--- src/rtl/q_ingress_arb_if.sv ---
// Ingress-side bundle of q_ingress_arb: per-source beat handshake, control inputs and
// the registered beat/status outputs toward the q block.
interface q_ingress_arb_if #(
  parameter int unsigned N = 4
);
  logic [N-1:0] i_src_vld;
  logic [N-1:0] i_src_sop;
  logic [N-1:0] i_src_eop;
  logic [N-1:0] o_src_rdy;
  logic         i_stall;
  logic         i_err_clr;
  logic         o_ingress_vld_r;
  logic         o_ingress_sop_r;
  logic         o_ingress_eop_r;
  logic [N-1:0] o_err_r;
  logic [31:0]  o_pkt_cnt_r;

  modport master (
    output i_src_vld, i_src_sop, i_src_eop, i_stall, i_err_clr,
    input  o_src_rdy, o_ingress_vld_r, o_ingress_sop_r, o_ingress_eop_r, o_err_r, o_pkt_cnt_r
  );

  modport slave (
    input  i_src_vld, i_src_sop, i_src_eop, i_stall, i_err_clr,
    output o_src_rdy, o_ingress_vld_r, o_ingress_sop_r, o_ingress_eop_r, o_err_r, o_pkt_cnt_r
  );
endinterface

--- src/rtl/q_ingress_arb.sv ---
// Packet-atomic round-robin arbiter feeding the q ingress port through one register stage,
// with framing / max-length policing and sticky per-source error flags.
module q_ingress_arb #(
  parameter int unsigned N         = 4,
  parameter int unsigned MAX_BEATS = 64
) (
  input logic            clk,
  input logic            arst,
  q_ingress_arb_if.slave bus
);
  localparam int unsigned PtrW = $clog2(N);
  localparam int unsigned CntW = $clog2(MAX_BEATS + 1);

  typedef enum logic [1:0] {StIdle, StPkt, StDrain} state_e;

  state_e          r_state, w_state_d;
  logic [PtrW-1:0] r_owner, w_owner_d;
  logic [PtrW-1:0] r_ptr, w_ptr_d;
  logic [CntW-1:0] r_beats, w_beats_d;
  logic            r_vld, r_sop, r_eop;
  logic            w_vld, w_sop, w_eop;
  logic [N-1:0]    r_err, w_err_set, w_rdy, w_cand;
  logic [31:0]     r_pkt_cnt;
  logic            w_pkt_inc;
  logic            w_found;
  logic [PtrW-1:0] w_win;

  function automatic logic [PtrW-1:0] next_idx(input logic [PtrW-1:0] idx);
    return (idx == PtrW'(N - 1)) ? '0 : idx + PtrW'(1);
  endfunction

  assign w_cand = bus.i_src_vld & bus.i_src_sop & {N{~bus.i_stall}};

  // First candidate at or after the pointer, wrapping modulo N (N need not be a power of 2).
  always_comb begin
    int unsigned idx;
    w_found = 1'b0;
    w_win   = r_ptr;
    idx     = 0;
    for (int unsigned k = 0; k < N; k++) begin
      idx = int'(r_ptr) + k;
      if (idx >= N) idx = idx - N;
      if (!w_found && w_cand[idx]) begin
        w_found = 1'b1;
        w_win   = PtrW'(idx);
      end
    end
  end

  always_comb begin
    w_state_d = r_state;
    w_owner_d = r_owner;
    w_ptr_d   = r_ptr;
    w_beats_d = r_beats;
    w_rdy     = '0;
    w_vld     = 1'b0;
    w_sop     = 1'b0;
    w_eop     = 1'b0;
    w_pkt_inc = 1'b0;
    w_err_set = '0;
    unique case (r_state)
      StIdle: begin
        w_err_set = bus.i_src_vld & ~bus.i_src_sop;
        if (w_found) begin
          w_rdy[w_win] = 1'b1;
          w_vld        = 1'b1;
          w_sop        = 1'b1;
          w_eop        = bus.i_src_eop[w_win];
          if (bus.i_src_eop[w_win]) begin
            w_ptr_d   = next_idx(w_win);
            w_pkt_inc = 1'b1;
          end else begin
            w_state_d = StPkt;
            w_owner_d = w_win;
            w_beats_d = CntW'(1);
          end
        end
      end
      StPkt: begin
        w_rdy[r_owner] = ~bus.i_stall;
        if (bus.i_src_vld[r_owner] && !bus.i_stall) begin
          w_vld              = 1'b1;
          w_eop              = bus.i_src_eop[r_owner];
          w_beats_d          = r_beats + CntW'(1);
          w_err_set[r_owner] = bus.i_src_sop[r_owner];
          if (bus.i_src_eop[r_owner]) begin
            w_state_d = StIdle;
            w_ptr_d   = next_idx(r_owner);
            w_pkt_inc = 1'b1;
            w_beats_d = '0;
          end else if (r_beats == CntW'(MAX_BEATS - 1)) begin
            // Truncate: close the packet downstream, then swallow the rest of it.
            w_eop              = 1'b1;
            w_pkt_inc          = 1'b1;
            w_err_set[r_owner] = 1'b1;
            w_state_d          = StDrain;
          end
        end
      end
      StDrain: begin
        w_rdy[r_owner] = 1'b1;
        if (bus.i_src_vld[r_owner] && bus.i_src_eop[r_owner]) begin
          w_state_d = StIdle;
          w_ptr_d   = next_idx(r_owner);
          w_beats_d = '0;
        end
      end
      default: w_state_d = StIdle;
    endcase
  end

  always_ff @(posedge clk or posedge arst) begin
    if (arst) begin
      r_state   <= StIdle;
      r_owner   <= '0;
      r_ptr     <= '0;
      r_beats   <= '0;
      r_vld     <= 1'b0;
      r_sop     <= 1'b0;
      r_eop     <= 1'b0;
      r_err     <= '0;
      r_pkt_cnt <= '0;
    end else begin
      r_state <= w_state_d;
      r_owner <= w_owner_d;
      r_ptr   <= w_ptr_d;
      r_beats <= w_beats_d;
      r_vld   <= w_vld;
      r_sop   <= w_sop;
      r_eop   <= w_eop;
      r_err   <= (bus.i_err_clr ? '0 : r_err) | w_err_set;
      if (w_pkt_inc) r_pkt_cnt <= r_pkt_cnt + 32'd1;
    end
  end

  assign bus.o_src_rdy       = w_rdy;
  assign bus.o_ingress_vld_r = r_vld;
  assign bus.o_ingress_sop_r = r_sop;
  assign bus.o_ingress_eop_r = r_eop;
  assign bus.o_err_r         = r_err;
  assign bus.o_pkt_cnt_r     = r_pkt_cnt;
endmodule
--- src/flat_wrapper.sv ---
// flat-port wrapper written by rule: the top's interface ports become plain ports
module q_ingress_arb_flat 
#(
  parameter int unsigned N         = 4,
  parameter int unsigned MAX_BEATS = 64
)
  (clk, arst, bus_i_src_vld, bus_i_src_sop, bus_i_src_eop, bus_i_stall, bus_i_err_clr, bus_o_src_rdy, bus_o_ingress_vld_r, bus_o_ingress_sop_r, bus_o_ingress_eop_r, bus_o_err_r, bus_o_pkt_cnt_r);
  q_ingress_arb_if #(.N(N)) bus_i ();
  input logic clk;
  input logic arst;
  input wire logic [$bits(bus_i.i_src_vld)-1:0] bus_i_src_vld;
  input wire logic [$bits(bus_i.i_src_sop)-1:0] bus_i_src_sop;
  input wire logic [$bits(bus_i.i_src_eop)-1:0] bus_i_src_eop;
  input wire logic [$bits(bus_i.i_stall)-1:0] bus_i_stall;
  input wire logic [$bits(bus_i.i_err_clr)-1:0] bus_i_err_clr;
  output wire logic [$bits(bus_i.o_src_rdy)-1:0] bus_o_src_rdy;
  output wire logic [$bits(bus_i.o_ingress_vld_r)-1:0] bus_o_ingress_vld_r;
  output wire logic [$bits(bus_i.o_ingress_sop_r)-1:0] bus_o_ingress_sop_r;
  output wire logic [$bits(bus_i.o_ingress_eop_r)-1:0] bus_o_ingress_eop_r;
  output wire logic [$bits(bus_i.o_err_r)-1:0] bus_o_err_r;
  output wire logic [$bits(bus_i.o_pkt_cnt_r)-1:0] bus_o_pkt_cnt_r;
  assign bus_i.i_src_vld = bus_i_src_vld;
  assign bus_i.i_src_sop = bus_i_src_sop;
  assign bus_i.i_src_eop = bus_i_src_eop;
  assign bus_i.i_stall = bus_i_stall;
  assign bus_i.i_err_clr = bus_i_err_clr;
  assign bus_o_src_rdy = bus_i.o_src_rdy;
  assign bus_o_ingress_vld_r = bus_i.o_ingress_vld_r;
  assign bus_o_ingress_sop_r = bus_i.o_ingress_sop_r;
  assign bus_o_ingress_eop_r = bus_i.o_ingress_eop_r;
  assign bus_o_err_r = bus_i.o_err_r;
  assign bus_o_pkt_cnt_r = bus_i.o_pkt_cnt_r;
  q_ingress_arb #(.N(N), .MAX_BEATS(MAX_BEATS)) u_core (.clk(clk), .arst(arst), .bus(bus_i));
endmodule
--- config.mk ---
export PLATFORM = sky130hd
export DESIGN_NAME = q_ingress_arb_flat
export DESIGN_NICKNAME = d
export VERILOG_FILES = /design/src/rtl/q_ingress_arb_if.sv /design/src/rtl/q_ingress_arb.sv /design/src/flat_wrapper.sv
export SDC_FILE = /design/constraint.sdc
export NUM_CORES = 1
export LEC_CHECK = 0
export ABC_AREA = 1
export BUFFER_PORTS_ARGS = -buffer_cell sky130_fd_sc_hd__buf_2
export CAP_MARGIN = 20
export CORE_ASPECT_RATIO = 1.2
export CORE_MARGIN = 1.5
export CORE_UTILIZATION = 42
export DETAILED_ROUTE_END_ITERATION = 10
export GPL_TIMING_DRIVEN = 0
export PLACE_DENSITY = 0.64
export SLEW_MARGIN = 20
export SYNTH_ARGS = -nofsm -noshare
export SYNTH_HDL_FRONTEND = slang
export SYNTH_SLANG_ARGS = --single-unit
--- constraint.sdc ---
create_clock -name clk -period 2.3 [get_ports clk]
set_input_delay 0 -clock clk [delete_from_list [all_inputs] [get_ports clk]]
set_output_delay 0 -clock clk [all_outputs]
set_load 0.05 [all_outputs]
==> impl_results.md <==
- Hold EP: u_core.bus.o_err_r[1]
- DRC violations left: 0
- Core Rows: 38
- Critical path's slowest cell: dfrtp_1
- Share of post-route cells with drive strength above 1: 26.60%
- Dpl hpwl: between 7000 and 8000 um
- Failing checks: negative setup slack
- Post-synth cell types: 39
- Maximum VDD drop: 0.001750 V
- H-tree Lvls: 2
- Setup TNS: -0.6675 ns
- Vias: ~4000
- Cts bufs inserted: 5
- Origin of the worst min-delay path: bus_i_src_vld[1]
- Power Dens Cells: about 1400 mW/mm2
- Largest net degree at the start of global routing: 53
- Drt first pass iters: 4
- CTS Root Buffer Type: clkbuf_8
- Max incr delay on CP: 0.43 ns
- Critical path class: reg -> out
- Clock Skews: 0.01523 ns
- Req. time, crit path: 2.30 ns
- Max Cap Viol: 0
- Clk slew on worst S/H paths: 0.10 ns
- Ranking of synthesized cells by area: dfrtp_1 33%, nand2_1 17%, nand3_1 9.2%, ha_1 5.7%, nor2_1 3.7%
- Vias in the first global route: 3732
- Cell count after synthesis: 550
- Final setup viols: 34
- Fraction of the mapped netlist area in compound gates: 5.777%
- Worst hold path class: in -> reg
- PortBufs: 57
- RePlAce Congestion: 0.9096
- Die span in x: 91.19 um
- Fmax: 424.3 MHz
- Fin crit share: 102.5%
- Clock Latency Late Sink: 0.30 ns
- P&R area growth vs syn: 25.79%
- Die footprint: 0.009924 mm2
- Initial DRC count: 109
- Fin. max-slew vios: 0
- CTS tree: built
- Mapped Nets: just under 600
- ANT nets after route: 0
- Synth Area in Adders: 5.745%
- Synth Area in XOR/XNOR: under 10%
- Crit Path Max Fanout: 8
- R2R Path End: u_core.bus.o_pkt_cnt_r[26]
- Synth top area share: 33.20%
- Mux contribution to synthesized area: 0.2873%
- Tot GR Track Use: 21.07%
- Hold_ws: 0.03477 ns
- Leak: roughly 2.5 nW
- Starting density of the core: 43.39%
- Crit path DAT: 2.36 ns
- Origin of the worst setup path: u_core.r_ptr[0]
- Fillcell total: between 800 and 900
- Flop2flop setup slack: -0.04 ns
- Fin crit period: 2.357 ns
- Core footprint: 0.009034 mm2
- Ys Warns: 0
- Status: finished with violations
- Synthesized area: 0.003920 mm2
- Sequential share of the synthesized area: 33.20%
- Largest family of logic cells by synthesized area: simple AND/OR/NAND/NOR gates
- Post-Syn Area per Cell: between 7 and 8 um2
- NumNets Final: 673
- Remaining global-route overflow: 0
- Sink Count: 52
- Initial antenna violation count: 0
- CP Cell Sequence: buf_6, buf_4, nand4_1, nand3_1, nand2_2, nand3_2, nand3_2, nand2_4, a21oi_4, ha_1, nand2_1, a21oi_2, buf_6
- Max_slew headroom: 57.42%
- DR vias/cell: 5.235
- Critical path endpoint category: output port
- Post-synth top area cell: dfrtp_1
- Reg2reg start: u_core.r_ptr[0]
- I/O pins: just under 60
- Setup ws final: -0.05697 ns
- Final hold vios: 0
- Worst-margin pin slew: 0.6387 ns
- CTS Buffer Depth: 2
- Die Y-Extent: 108.8 um
- Register bit total from synthesis: 52
- Simple-gate area share of the yosys netlist: 41.33%
- Hold Crit Depth: 3
- FF-to-FF path depth: 16
- First-pass GRT wire length: approximately 17000 um
- Wirelength per Cell: 14.04 um
- Final wirelength: 10660 um
- RSZ-0062 raised after global routing: true
- Ant. Diodes: 0
- Crit path launch type: flop
worst max-delay path by stage:
stage,end,slack [ns],cells after the start
after floorplan,u_core.bus.o_pkt_cnt_r[25],0.15,10
after global placement,u_core.bus.o_pkt_cnt_r[19],-0.11,9
after detailed placement,u_core.bus.o_pkt_cnt_r[20],-0.12,11
after CTS,bus_o_src_rdy[2],0.003,13
after global routing,bus_o_src_rdy[3],-0.19,13
final,bus_o_src_rdy[2],-0.06,13
logic make-up (layout without fill, tap and decap cells):
kind of cell             after synthesis  in the layout
AND/OR/NAND/NOR                      352            353
buffers and inverters                 58            146
flip-flops                            52             52
AO/OA/AOI/OAI                         38             38
XOR/XNOR                              31             31
adder cells (fa/ha/maj)               18             18
multiplexers                           1              1
where the power goes:
part	total [W]	switching (W)	internal, W
combinational	0.00504	0.00314	0.00190
sequential	0.00124	0.000159	0.00108
clock	0.000519	0.000312	0.000207
total	0.00680	0.00361	0.00319
metrics by stage:
step           setup slack [ns]  utilization (%)  total power [W]  instances  instance area [um2]
2_1_floorplan            0.1455                -         0.004198        550                 3935
3_3_place_gp            -0.1089            48.38         0.004956        727                 4370
3_5_place_dp            -0.1244            48.41         0.004994        727                 4373
4_1_cts                0.003167            50.82         0.005834        741                 4591
5_1_grt                 -0.1888            54.58         0.007284        759                 4931
6_report               -0.05697            54.58         0.006796        759                 4931
flip-flops by register name, indices dropped and copies added (netlist names), 2 cells and up:
signal and flops:
u_core.bus.o_pkt_cnt_r 32, u_core.r_beats 7, u_core.bus.o_err_r 4, u_core.r_owner 2, u_core.r_ptr 2, u_core.r_state 2
critical path: cells and delay by family, from the launching register on:
kind / cells / cell delay [ns]
AOI/OAI and AO/OA: 2 / 0.33
adders and majority gates: 1 / 0.17
buffers and inverters: 3 / 0.47
DFF: 1 / 0.43
and+or+nand+nor: 7 / 0.67
cell usage after synthesis:
library cell  instances
o22ai_1               2
dfrtp_1              52
a211oi_1              1
o21ai_1               2
inv_1                38
clkinv_1              1
nand2_2              20
o21ai_0              10
nand3_1              72
a32oi_1               1
nand4_1              16
a21oi_1              13
nor2_1               39
nand4_2               1
inv_2                 2
xnor2_1              16
nor2_2                1
buf_2                 2
o21bai_1              2
nand2_4               4
a21oi_2               1
a32o_1                1
nor3_2                1
nand2_1             177
buf_4                 5
clkbuf_1              6
nor3_1                4
nor4_1               11
ha_1                 18
o211ai_1              4
nor3b_1               1
mux2_2                1
xor2_1               15
nand3_4               1
inv_4                 1
buf_6                 3
o221ai_1              1
nand3_2               3
or2_2                 1
layout make-up:
type	count	area (um2)	area share, %
repair buffers	82	538.0	10.91
plain buffers	15	128.9	2.614
clock inverters	2	12.51	0.2537
clock buffers	5	68.82	1.396
inverters	42	171.4	3.476
multi-input cells	441	2559	51.89
flip-flops and latches	52	1303	26.41
well taps	120	150.1	3.045
cell usage in the layout (no fill, tap or decap), types with 5 or more instances in the layout:
master    instances
dfrtp_1          51
nor2_1           36
a21oi_1           9
nand2_2          25
nand2_1         166
xor2_1           15
nand2_4           8
buf_4            18
nand3_2           8
xnor2_1          16
nand3_1          65
clkbuf_8          5
nand4_1          16
o21ai_0          10
inv_1            33
buf_2            54
buf_6            10
inv_4             5
ha_1             17
nor4_1           10
repair_timing:
action,in CTS,in global routing
cloned,0,3
gates resized for setup,23,47
hold buffers,4,0
pin swaps,9,14
setup buffers,4,15
endpoints found under the hold margin,56,0
endpoints found under the setup margin,42,50
routing by layer:
layer,vias to the layer above,global-route usage [%],part of all wire (%)
met5,-,0,0
met4,0,7.254,2.8
met3,25,2.441,2.6
met2,82,41.31,53
met1,1876,23.32,42
li1,1990,-,-
Note: power is estimated with default switching activity, not from simulation.
